===== config.mk =====
export PLATFORM = sky130hd
export DESIGN_NAME = id_ex_stage
export DESIGN_NICKNAME = d
export VERILOG_FILES = /design/src/rtl/id_ex_stage.sv
export SDC_FILE = /design/constraint.sdc
export NUM_CORES = 1
export LEC_CHECK = 0
export BUFFER_PORTS_ARGS = -buffer_cell sky130_fd_sc_hd__clkbuf_2
export CORE_MARGIN = 2
export CORE_UTILIZATION = 45
export DETAILED_ROUTE_END_ITERATION = 8
export GPL_TIMING_DRIVEN = 1
export PLACE_DENSITY_LB_ADDON = 0.25
export SETUP_SLACK_MARGIN = 0.3
export SYNTH_ARGS = -nofsm -noshare
export SYNTH_HDL_FRONTEND = slang
export SYNTH_SLANG_ARGS = --single-unit

===== constraint.sdc =====
create_clock -name Clk -period 2.4 [get_ports Clk]
set_input_delay 0.24 -clock Clk [delete_from_list [all_inputs] [get_ports Clk]]
set_output_delay 0.24 -clock Clk [all_outputs]
set_load 0.02 [all_outputs]

===== src/rtl/id_ex_stage.sv =====
// ID/EX pipeline register with load-use hazard detection,
// branch/jump flush and EX hold for multi-cycle operations.
module id_ex_stage #(
  parameter int DW = 32,
  parameter int RW = 5
) (
  input  logic          Clk,
  input  logic          Rst,
  input  logic          ID_RegDst,
  input  logic          ID_MemRead,
  input  logic          ID_MemToReg,
  input  logic          ID_MemWrite,
  input  logic          ID_ALUSrc,
  input  logic          ID_RegWrite,
  input  logic          ID_jal,
  input  logic [3:0]    ID_ALUOp,
  input  logic [1:0]    ID_BranchType,
  input  logic [DW-1:0] ID_ReadData1,
  input  logic [DW-1:0] ID_ReadData2,
  input  logic [DW-1:0] ID_Imm,
  input  logic [DW-1:0] ID_PCPlus4,
  input  logic [RW-1:0] ID_Rs,
  input  logic [RW-1:0] ID_Rt,
  input  logic [RW-1:0] ID_Rd,
  input  logic          Flush,
  input  logic          HoldEX,
  output logic          EX_RegDst,
  output logic          EX_MemRead,
  output logic          EX_MemToReg,
  output logic          EX_MemWrite,
  output logic          EX_ALUSrc,
  output logic          EX_RegWrite,
  output logic          EX_jal,
  output logic [3:0]    EX_ALUOp,
  output logic [1:0]    EX_BranchType,
  output logic [DW-1:0] EX_ReadData1,
  output logic [DW-1:0] EX_ReadData2,
  output logic [DW-1:0] EX_Imm,
  output logic [DW-1:0] EX_PCPlus4,
  output logic [RW-1:0] EX_Rs,
  output logic [RW-1:0] EX_Rt,
  output logic [RW-1:0] EX_Rd,
  output logic          EX_Valid,
  output logic          StallIF
);

  typedef struct packed {
    logic          regDst;
    logic          memRead;
    logic          memToReg;
    logic          memWrite;
    logic          aluSrc;
    logic          regWrite;
    logic          jal;
    logic [3:0]    aluOp;
    logic [1:0]    branchType;
    logic [DW-1:0] readData1;
    logic [DW-1:0] readData2;
    logic [DW-1:0] imm;
    logic [DW-1:0] pcPlus4;
    logic [RW-1:0] rs;
    logic [RW-1:0] rt;
    logic [RW-1:0] rd;
    logic          valid;
  } id_ex_t;

  id_ex_t ex;
  id_ex_t idPkt;
  logic   usesRs;
  logic   usesRt;
  logic   hazard;

  // Bundle the ID-stage instruction as it would appear in EX.
  always_comb begin
    idPkt            = '0;
    idPkt.regDst     = ID_RegDst;
    idPkt.memRead    = ID_MemRead;
    idPkt.memToReg   = ID_MemToReg;
    idPkt.memWrite   = ID_MemWrite;
    idPkt.aluSrc     = ID_ALUSrc;
    idPkt.regWrite   = ID_RegWrite;
    idPkt.jal        = ID_jal;
    idPkt.aluOp      = ID_ALUOp;
    idPkt.branchType = ID_BranchType;
    idPkt.readData1  = ID_ReadData1;
    idPkt.readData2  = ID_ReadData2;
    idPkt.imm        = ID_Imm;
    idPkt.pcPlus4    = ID_PCPlus4;
    idPkt.rs         = ID_Rs;
    idPkt.rt         = ID_Rt;
    idPkt.rd         = ID_Rd;
    idPkt.valid      = 1'b1;
  end

  // Operand use of the ID instruction and load-use detection.
  always_comb begin
    usesRs = (ID_BranchType != 2'd1);
    usesRt = ID_RegDst | ID_MemWrite
           | ((ID_BranchType == 2'd3)
              & ((ID_ALUOp == 4'b0100)
                 | (ID_ALUOp == 4'b0101)));
    hazard = ex.valid & ex.memRead
           & (ex.rt != '0)
           & ((usesRs & (ID_Rs == ex.rt))
              | (usesRt & (ID_Rt == ex.rt)));
    StallIF = (hazard | HoldEX) & ~Flush;
  end

  // EX register: flush > hold > bubble on hazard > capture.
  always_ff @(posedge Clk or negedge Rst) begin
    if (!Rst) begin
      ex <= '0;
    end else if (Flush) begin
      ex <= '0;
    end else if (HoldEX) begin
      ex <= ex;
    end else if (hazard) begin
      ex <= '0;
    end else begin
      ex <= idPkt;
    end
  end

  assign EX_RegDst     = ex.regDst;
  assign EX_MemRead    = ex.memRead;
  assign EX_MemToReg   = ex.memToReg;
  assign EX_MemWrite   = ex.memWrite;
  assign EX_ALUSrc     = ex.aluSrc;
  assign EX_RegWrite   = ex.regWrite;
  assign EX_jal        = ex.jal;
  assign EX_ALUOp      = ex.aluOp;
  assign EX_BranchType = ex.branchType;
  assign EX_ReadData1  = ex.readData1;
  assign EX_ReadData2  = ex.readData2;
  assign EX_Imm        = ex.imm;
  assign EX_PCPlus4    = ex.pcPlus4;
  assign EX_Rs         = ex.rs;
  assign EX_Rt         = ex.rt;
  assign EX_Rd         = ex.rd;
  assign EX_Valid      = ex.valid;

endmodule


* After elaboration in Yosys (flattened, before gate mapping)
Cells that the tools add are included.
Operators by class: add/subtract/negate cells 0, multipliers 0, divide/modulo/power cells 0, order comparisons 0, equality and inequality tests 7, shifts and indexed selects 0, multiplexer cells 3, bitwise logic cells 13, reductions and logical operators 1
Operators by type and width (count):
- 157-bit 2-to-1 mux | 3
- 5-bit == test | 2
- 4-bit by 3-bit == test with 1-bit output, second input constant | 2
- 1-bit bitwise AND | 7
- 1-bit bitwise OR | 5
- 5-bit nonzero test | 1
- 2-bit == test, second input constant | 1
- 2-bit by 1-bit inequality test with 1-bit output, second input constant | 1
- 2-bit inequality test, second input constant | 1
- 1-bit NOT | 1
Storage, ports and cells: register bits after elaboration 157, bits in latches 0, bits in writable memories 0, bits in read-only memories 0, bits of input ports 160, output and inout bits 158, logic and storage cells 41, memories 0

* Depth between registers and ports, before layout
Gate-level depths: netlist of run 1.
depth after elaboration 10, gate-level depth with buffers 6, gate-level depth less buffers 4

* Worst setup path before layout of run 1
OpenSTA, ideal clock, no wires.
path type register -> output, from register ex (netlist bit EX_Rt[2]), to output StallIF, arrival 1865 ps, required time 2160 ps, setup slack 295 ps, cell stages (with the launch flop) 7, buffers on the path 2, path through dfrtp_1 > xor2_1 > nor4_1 > o311ai_1 > buf_2 > buf_4 > a31oi_1
Between the ends: cells in the longest elaborated chain, start to end 6, elaborated cells on any way between the ends 10, those cells by class 2 x eq/ne; 7 x bitwise; 1 x reduce/logical
Ends and longest elaborated chain:
- start, declared | line 67 | id_ex_t ex;
- start signal, assigned | line 120 | ex <= idPkt;
- 5-bit == test, on equally long branches | line 104, 105
- 1-bit bitwise AND, on equally long branches | line 104, 105
- 1-bit bitwise OR | line 105 | | (usesRt & (ID_Rt == ex.rt)));
- 1-bit bitwise AND * | line 104 | & ((usesRs & (ID_Rs == ex.rt))
- 1-bit bitwise OR * | line 106 | StallIF = (hazard | HoldEX) & ~Flush;
- 1-bit bitwise AND * | line 106
- end, declared | line 44 | output logic StallIF
Mark *: on every way between the ends. The rest lies on a longest branch, timed or not.

* Worst setup path in the final report of run 1
from register ex (netlist bit EX_Rt[1]), to output StallIF
The elaborated chain is that of the path after synthesis.

==> results of run 1 <==
-- worst reg2reg max path: cells and delay by family, from the launching register on --
kind                      cells  cell delay (ns)
xor gates and xnor gates      1             0.18
and+or+nand+nor               1             0.34
AOI/OAI and AO/OA             2             0.43
DFF                           1             0.42
buffers and inverters         5             0.81
-- synthesized netlist by cell type (all sizes together) --
library cell	count	area (um2)
xnor2	1	8.760
o311ai	1	8.760
inv	3	11.26
nor2b	4	25.02
a31oi	1	6.260
nor3	1	5.000
nand4b	1	8.760
dfrtp	157	3929
buf	30	155.1
a211oi	1	7.510
xor2	9	78.83
a21oi	1	5.000
nand2	1	3.750
nor2	4	15.01
o2111ai	1	8.760
clkbuf	56	210.2
a32o	157	1572
nor3b	155	1164
nor4	3	18.77
-- routing by layer --
metal	up-vias	wire, um	track usage, %
met5	-	0	0
met4	0	758	12.27
met3	51	1964	7.858
met2	324	11560	41.21
met1	3305	9220	29.88
li1	2917	-	-
-- power by group --
group | switching (mW) | internal (mW) | leakage, nW | total [mW]
clock network | 1.07 | 1.68 | 0.288 | 2.75
registers | 0.0916 | 2.80 | 2.08 | 2.89
logic | 0.593 | 0.429 | 2.28 | 1.02
-- logic make-up (layout without fill, tap and decap cells) --
group | count (synthesis) | count (layout)
AOI/OAI and AO/OA | 162 | 162
xor gates and xnor gates | 10 | 10
buffers and inverters | 89 | 381
DFF | 157 | 157
and+or+nand+nor | 169 | 169
-- worst paths after layout --
kind                                  start               end  slack, ns  depth (start not counted)
worst max-delay path               EX_Rt[1]           StallIF       0.10                          6
worst min-delay path             ID_Imm[11]        EX_Imm[11]       0.27                          3
worst max register to register     EX_Rt[1]  EX_ReadData1[17]       0.11                          9
worst min register to register  EX_MemToReg       EX_MemToReg       0.49                          1
max in group asynchronous               Rst          EX_Rt[3]       1.25                          3
min in group asynchronous               Rst  EX_ReadData1[19]       0.40                          2
-- repair_timing --
action | 4_1_cts | 5_1_grt
hold buffers | 1 | 0
pin swaps | 7 | 3
cloned | 0 | 7
endpoints found under the setup margin | 69 | 146
endpoints found under the hold margin | 69 | 0
resized for setup | 12 | 18
setup buffers | 6 | 2
-- flip-flops by register name, summed over array words and instances, names as in the netlist --
name           cells
EX_ALUOp           4
EX_ALUSrc          1
EX_BranchType      2
EX_Imm            32
EX_MemRead         1
EX_MemToReg        1
EX_MemWrite        1
EX_PCPlus4        32
EX_Rd              5
EX_ReadData1      32
EX_ReadData2      32
EX_RegDst          1
EX_RegWrite        1
EX_Rs              5
EX_Rt              5
EX_Valid           1
EX_jal             1
-- area by class of cell --
class / count / area, um2 / share of cell area (%)
clock inverters: 11 / 141.4 / 1.419
well taps: 216 / 270.3 / 2.712
clock buffers: 20 / 456.7 / 4.582
flip-flops and latches: 157 / 3933 / 39.46
repair buffers: 347 / 2110 / 21.16
inverters: 3 / 11.26 / 0.1130
multi-input cells: 341 / 3045 / 30.55
-- metrics by stage --
stage	hold slack [ns]	std cells
global route	0.2670	1095
CTS	0.2484	1086
detailed placement	0.2957	1048
finish	0.2669	1095
floorplan	-0.05559	587
global placement	0.2860	1048
==> impl_metrics.toml, run 1 <==
[run_status]
status = "complete, no violations"

[layout]
postLayoutCoreUtil_pct = 62.97
final_cell_area_um2 = 9967
fill_cells = 1254
drive_gt1_share_pct = 44.25
n_antenna_cell = 0
synthToLayoutAreaGrowth_pct = 37.65
mostFrequentLayoutCells = "313 x clkbuf_2, 156 x a32o_1, 155 x nor3b_1"
fin_nets = 1027
final_common_cell = "clkbuf_2"

[power_and_ir_drop]
p_per_area_nw_per_um2 = 668.4
p_total_mw = 6.662
ir_drop_mv = 0.4443
power_leakage_nw = 4.652

[logic_synthesis]
synth_seq_cells = 157
yosys.area_share.simple_pct = 17.12
synth_fa_ha_area_share_pct = 0
avgSynthCellArea_um2 = 12.34
synthMuxAreaShare_pct = 0
yosysSeqAreaShare_pct = 54.26
synth_top_family_by_area = "compound AO/OA/AOI/OAI gates"
yosysUniqueCellTypes = 20
synth_compound_area_share_pct = 22.20
synthesis.area_um2 = 7241
yosys_warnings = 0
synth-xor-area-share_pct = 1.210
synthCells = 587
synth_nets = 747

[floorplan]
die_area_um2 = 17120
die-height_um = 130.9
io_pins = 318
core-area_um2 = 15830
die_w_um = 130.9
fp-row-count = 46
initial_core_util_pct = 45.75

[drt]
ant_nets = 0
drt-total-wl_mm = 23.50
viasPerCell = 6.025
drc = 0
drt-initial-drc-count = 436
via_count = 6597
post_drt_wl_per_cell_um = 21.46
dr.pass1.iters = 6

[sta]
setup_ws_ns = 0.1040
period_share_pct = 95.67
hold_viol = 0
setup_violations = 0
skew_ns = 0.008484
worst_pin_slew_ns = 0.6975
grt_setup_unrepaired = "yes"
fin_crit_ns = 2.296
max_freq_ghz = 0.4355
slew_headroom_pct = 53.50
maxSlewViolCount = 0
tns_ns = 0

[clock_tree]
clk_pin_slew_worst_paths_ns = 0.06
cts_tree = "done"
cts-htree-levels = 4
cts_sinks = 157
clkLatencyLatePin_ns = 0.42
cts_buffers = 17
clock_tree.root_cell = "clkbuf_16"
clockBufferDepth = 2

[worst_setup_path]
crit_chain = "buf_6, xor2_4, nor4_4, o2111ai_4, a31oi_4, buf_8"
cpPeakStageDelay_ns = 0.42
worst-path-buf-inv = 2
crit_family = "compound AO/OA/AOI/OAI gates"
critical_path_arrival_ns = 2.06
critPathKind = "reg -> out"
cp.required_ns = 2.16
cp_slowest_cell = "dfrtp_2"
start_kind = "flip-flop"
cp_max_fo = 3
cp-end-kind = "output port"

[grt]
grt.total_usage_pct = 25.04
overflow = 0
grt_pass1_wl_mm = 33.50
antenna_found_initial = 0
grt_pass1_vias = 6403
grt_max_degree = 118

[place]
place_ws_ns = 0.1950
port_buffers = 317
hpwlAfterDp_mm = 14.40
place_area_um2 = 9022
gp_congestion = 0.8279

[flow_run]
maxCapViolations = 0

[hold_path]
worstHoldPathType = "in -> reg"
Power figures use the tool's default switching activity.
==> run 2: changes to the inputs <==
--- a/config.mk
+++ b/config.mk
@@ -7,7 +7,7 @@
 export LEC_CHECK = 0
 export BUFFER_PORTS_ARGS = -buffer_cell sky130_fd_sc_hd__clkbuf_2
 export CORE_MARGIN = 2
-export CORE_UTILIZATION = 45
+export CORE_UTILIZATION = 43
 export DETAILED_ROUTE_END_ITERATION = 8
 export GPL_TIMING_DRIVEN = 1
 export PLACE_DENSITY_LB_ADDON = 0.25
==> constraint.sdc (replaced) <==
create_clock -name Clk -period 1.92 [get_ports Clk]
set_input_delay 0.192 -clock Clk [delete_from_list [all_inputs] [get_ports Clk]]
set_output_delay 0.192 -clock Clk [all_outputs]
set_load 0.02 [all_outputs]
==> run 2 against run 1 <==
  * The flow now finishes with violations (setup timing)
  * Clock skew decreased by 0.0013 ns
  * Clock-buffer cell count decreased by 1
  * Final area rose by 3.4%
  * Sequential share of layout area down 1.3 points
  * Final cell count up 2.6%
  * Sequential cell count is the same
  * Total power rose by 18%
  * Die area increased by 4.5%
  * Hold slack got worse by 0.044 ns
==> impl_metrics.toml, run 2 (synthesis gave the netlist of run 1 again) <==
[layout]
n_antenna_cell = 0
final_common_cell = "clkbuf_2"
fill_cells = 1314
mostFrequentLayoutCells = "313 x clkbuf_2, 155 x nor3b_1, 154 x a32o_1"
postLayoutCoreUtil_pct = 62.37
regArea_um2 = 3935
fin_nets = 1052
multi_input_area_um2 = 3009
drive_gt1_share_pct = 45.80
synthToLayoutAreaGrowth_pct = 42.34

[clock_tree]
cts_buffers = 17
clock_tree.root_cell = "clkbuf_16"
clk_pin_slew_worst_paths_ns = 0.06
cts-htree-levels = 4
cts_tree = "done"
cts_sinks = 157
clkLatencyLatePin_ns = 0.42
clockBufferDepth = 2

[sta]
worst_pin_slew_ns = 0.4816
period_share_pct = 111.3
slew_headroom_pct = 67.90
hold_viol = 0
hold_ws_ns = 0.2228
setup_ws_ns = -0.2166
fin_crit_ns = 2.137
setup_violations = 151
grt_setup_unrepaired = "yes"
skew_ns = 0.007140
max_freq_ghz = 0.4680
maxSlewViolCount = 0

[worst_setup_path]
crit_family = "buffers and inverters"
critPathKind = "reg -> out"
cp_max_fo = 4
cp.required_ns = 1.73
critical_path_arrival_ns = 1.94
start_kind = "flip-flop"
r2r-start = "EX_Rt[1]"
r2r_setup_slack_ns = -0.17
cp_slowest_cell = "dfrtp_2"
worst-path-buf-inv = 3
cpPeakStageDelay_ns = 0.43
crit_chain = "buf_4, nor4_2, a211oi_1, buf_4, o311ai_4, a31oi_4, buf_8"
startpoint = "EX_Rt[1]"
path_common_cell = "buf_4"
cp-end-kind = "output port"

[run_status]
violations = "setup timing"
status = "finished with violations"

[flow_run]
maxCapViolations = 0

[grt]
antenna_found_initial = 0
grt_max_degree = 87
grt_pass1_vias = 6792
overflow = 0
grt.total_usage_pct = 25.96
grt_pass1_wl_mm = 36.68

[place]
hpwlAfterDp_mm = 14.74
port_buffers = 317
gp_congestion = 0.8407

[power_and_ir_drop]
ir_drop_mv = 0.6080
p_total_mw = 7.867
power_leakage_nw = 4.863
p_per_area_nw_per_um2 = 763.4

[drt]
drc = 0
via_count = 6736
viasPerCell = 5.993
drt-total-wl_mm = 24.46
drt-initial-drc-count = 391
dr.pass1.iters = 5
post_drt_wl_per_cell_um = 21.76
ant_nets = 0

[floorplan]
die-height_um = 133.8
die_area_um2 = 17890
fp-row-count = 47
die_w_um = 133.8
io_pins = 318
core-area_um2 = 16520
initial_core_util_pct = 43.82

[hold_path]
worstHoldPathType = "in -> reg"
min-delay-start = "ID_PCPlus4[10]"
## run 2: cell types whose count changed in the layout (fill, tap and decap cells not counted), moves of 3 or more
| cell | delta |
|---|---|
| buf_16 | +5 |
| clkbuf_16 | +4 |
| buf_4 | +9 |
| bufinv_16 | -3 |
| buf_12 | +3 |
## run 2: cell type report
cell class	count	share of cell area [%]
inverter	3	0.1093
multi-input combinational	341	29.20
clock inverter	12	0.7406
sequential	157	38.18
tap	220	2.671
timing repair buffer	372	24.90
clock buffer	19	4.201
## run 2: worst paths after layout
| path | to | cells after the start |
|---|---|---|
| max | StallIF | 7 |
| min | EX_PCPlus4[10] | 3 |
| max reg2reg | EX_Imm[9] | 7 |
| min reg2reg | EX_ReadData1[11] | 1 |
| max in group asynchronous | EX_ReadData1[7] | 3 |
| min in group asynchronous | EX_ReadData1[23] | 2 |
## run 2: through the flow
stage | worst slack (ns) | std cells | instance area, um2 | TNS (ns)
6_report | -0.2166 | 1124 | 10310 | -16.94
5_1_grt | -0.3022 | 1124 | 10310 | -29.63
4_1_cts | -0.2323 | 1103 | 9923 | -16.38
3_5_place_dp | -0.001271 | 1062 | 9168 | -0.001271
3_3_place_gp | 0.08117 | 1062 | 9168 | 0
2_1_floorplan | 0.1407 | 587 | 7365 | 0
## run 2: worst min-delay path: stages
cell and delay [ns]:
clkbuf_2 0.07, nor3b_1 0.17, a32o_1 0.18
## run 2: timing repair
item | 4_1_cts | 5_1_grt
endpoints found under the setup margin | 158 | 158
setup buffers | 4 | 10
hold endpoints to repair | 45 | 0
hold buffers | 1 | 0
pin swaps | 3 | 21
cloned | 5 | 11
gates resized for setup | 9 | 16
## run 2: power by group
group	total (mW)	switching, mW	internal (mW)	leakage [nW]
combinational	1.29	0.732	0.558	2.54
sequential	3.61	0.118	3.50	2.08
clock	2.96	1.33	1.63	0.240
total	7.87	2.18	5.68	4.86
## run 2: layer usage
| metal | vias to the layer above | share of wire, % | GRT usage (%) |
|---|---|---|---|
| li1 | 2968 | - | - |
| met1 | 3421 | 40 | 32.82 |
| met2 | 315 | 51 | 43.56 |
| met3 | 32 | 7.4 | 6.849 |
| met4 | 0 | 2.1 | 8.392 |
| met5 | - | 0 | 0 |
==> run 3: changes to the inputs <==
--- a/config.mk
+++ b/config.mk
@@ -10,7 +10,7 @@
 export CORE_UTILIZATION = 43
 export DETAILED_ROUTE_END_ITERATION = 8
 export GPL_TIMING_DRIVEN = 1
-export PLACE_DENSITY_LB_ADDON = 0.25
+export PLACE_DENSITY = 0.81
 export SETUP_SLACK_MARGIN = 0.3
 export SYNTH_ARGS = -nofsm -noshare
 export SYNTH_HDL_FRONTEND = slang
==> run 3 against run 2 <==
  * The run still ends with setup timing left
  * Die area did not move
  * Sequential power barely moved
  * Critical path depth did not move
  * Critical endpoint unchanged
==> impl_metrics.toml, run 3 (synthesis gave the netlist of run 1 again) <==
[worst_setup_path]
timing.rr.end = "EX_ReadData1[3]"
r2r_setup_slack_ns = -0.27
crit_chain = "xor2_1, nor4_1, buf_4, o2111ai_4, buf_12, a31oi_4, buf_8"
worstRegToRegCells = 8
critical_path_arrival_ns = 2.02
r2r-start = "EX_Rt[0]"
cp-end-kind = "output port"
cp_slowest_cell = "dfrtp_2"
start_kind = "flip-flop"
cp.required_ns = 1.73
cpPeakStageDelay_ns = 0.44
critPathKind = "reg -> out"
cp_max_fo = 5

[drt]
drt-initial-drc-count = 477
drt-total-wl_mm = 24.44
post_drt_wl_per_cell_um = 21.39
viasPerCell = 5.930
via_count = 6778
dr.pass1.iters = 7
ant_nets = 0
drc = 0

[layout]
fin_nets = 1071
drive_gt1_share_pct = 46.59
fill_cells = 1226
postLayoutCoreUtil_pct = 65.73
regArea_um2 = 3935
synthToLayoutAreaGrowth_pct = 50.01
n_antenna_cell = 0
final_cell_area_um2 = 10860
mostFrequentLayoutCells = "313 x clkbuf_2, 157 x a32o_1, 155 x nor3b_1"
multi_input_area_um2 = 2993
final_common_cell = "clkbuf_2"

[grt]
overflow = 0
grt.total_usage_pct = 26.45
met3_usage_pct = 7.078
grt_max_degree = 100
top_usage_layer = "met2"
use_met2_pct = 43.62
gr-usage-met1_pct = 33.27
grt_pass1_vias = 6699
grt_pass1_wl_mm = 37.12
antenna_found_initial = 0

[place]
place_ws_ns = -0.009729
port_buffers = 317
gp_congestion = 0.8631
hpwlAfterDp_mm = 13.60
place_area_um2 = 9175

[hold_path]
hold_path_depth = 3
min-delay-start = "ID_Imm[0]"
worstHoldPathType = "in -> reg"
min_to = "EX_Imm[0]"

[floorplan]
die-height_um = 133.8
die_w_um = 133.8
fp-row-count = 47
die_area_um2 = 17890
io_pins = 318
initial_core_util_pct = 43.82
core-area_um2 = 16520

[sta]
period_share_pct = 115.3
worst_pin_slew_ns = 0.6217
skew_ns = 0.007625
grt_setup_unrepaired = "yes"
slew_headroom_pct = 58.56
maxSlewViolCount = 0
hold_viol = 0
setup_ws_ns = -0.2931
fin_crit_ns = 2.213
tns_ns = -29.61
setup_violations = 158
max_freq_ghz = 0.4519

[power_and_ir_drop]
ir_drop_mv = 0.5539
p_total_mw = 8.272
power_leakage_nw = 5.184
p_per_area_nw_per_um2 = 761.6

[clock_tree]
clk_pin_slew_worst_paths_ns = 0.06
cts_tree = "done"
clock_tree.root_cell = "clkbuf_16"
cts-htree-levels = 4
cts_sinks = 157
clockBufferDepth = 2
clkLatencyLatePin_ns = 0.42
cts_buffers = 17

[run_status]
violations = "setup timing"
status = "finished with violations"

[flow_run]
maxCapViolations = 0
[run 3: changes by cell type in the layout (fill, tap and decap cells not counted), sizes merged]
cell and change:
clkbuf -2, clkinvlp -3, buf +17, bufbuf +6, clkinv -2, inv +1
bufinv +2
[run 3: critical path: cells and delay by family, from the launching register on]
family | cells | cell delay, ns
AOI/OAI and AO/OA | 2 | 0.28
xor gates and xnor gates | 1 | 0.15
and+or+nand+nor | 1 | 0.27
DFF | 1 | 0.44
buffers and inverters | 3 | 0.46
[run 3: timing repair]
item | CTS | global route
hold buffers | 1 | 0
endpoints found under the hold margin | 37 | 0
resized for setup | 28 | 13
pin swaps | 10 | 9
gates cloned | 23 | 4
endpoints found under the setup margin | 158 | 158
setup buffers | 14 | 7
[run 3: power breakdown]
part	internal (mW)	total, mW	leakage (nW)	switching (mW)
Combinational	0.538	1.26	2.81	0.721
Clock	2.04	3.40	0.291	1.36
Sequential	3.50	3.61	2.08	0.113
[run 3: per-layer routing]
metal	wire length, um	share of wire (%)
met1	9572	39
met2	12250	50
met3	1792	7.3
met4	830	3.4
met5	0	0
[run 3: layout make-up]
class	instances	share of cell area, %
Sequential cell	157	36.23
Timing Repair Buffer	391	28.12
Multi-Input combinational cell	341	27.55
Clock buffer	21	4.423
Tap cell	220	2.534
Clock inverter	10	1.037
Inverter	3	0.1037
[run 3: how the worst max path moves through the flow]
| stage | startpoint | end | slack, ns | cells after the start |
|---|---|---|---|---|
| 2_1_floorplan | EX_Rt[2] | EX_Imm[13] | 0.14 | 6 |
| 3_3_place_gp | EX_Rt[1] | EX_PCPlus4[0] | 0.02 | 5 |
| 3_5_place_dp | EX_Rt[1] | EX_PCPlus4[5] | -0.01 | 5 |
| 4_1_cts | EX_Rt[1] | StallIF | -0.30 | 7 |
| 5_1_grt | EX_Rt[1] | StallIF | -0.36 | 7 |
| 6_report | EX_Rt[3] | StallIF | -0.29 | 7 |
[run 3: stage by stage]
step,instances,hold WS [ns]
2_1_floorplan,587,-0.1036
3_3_place_gp,1063,0.1323
3_5_place_dp,1063,0.1276
4_1_cts,1132,0.2065
5_1_grt,1143,0.2229
6_report,1143,0.2214
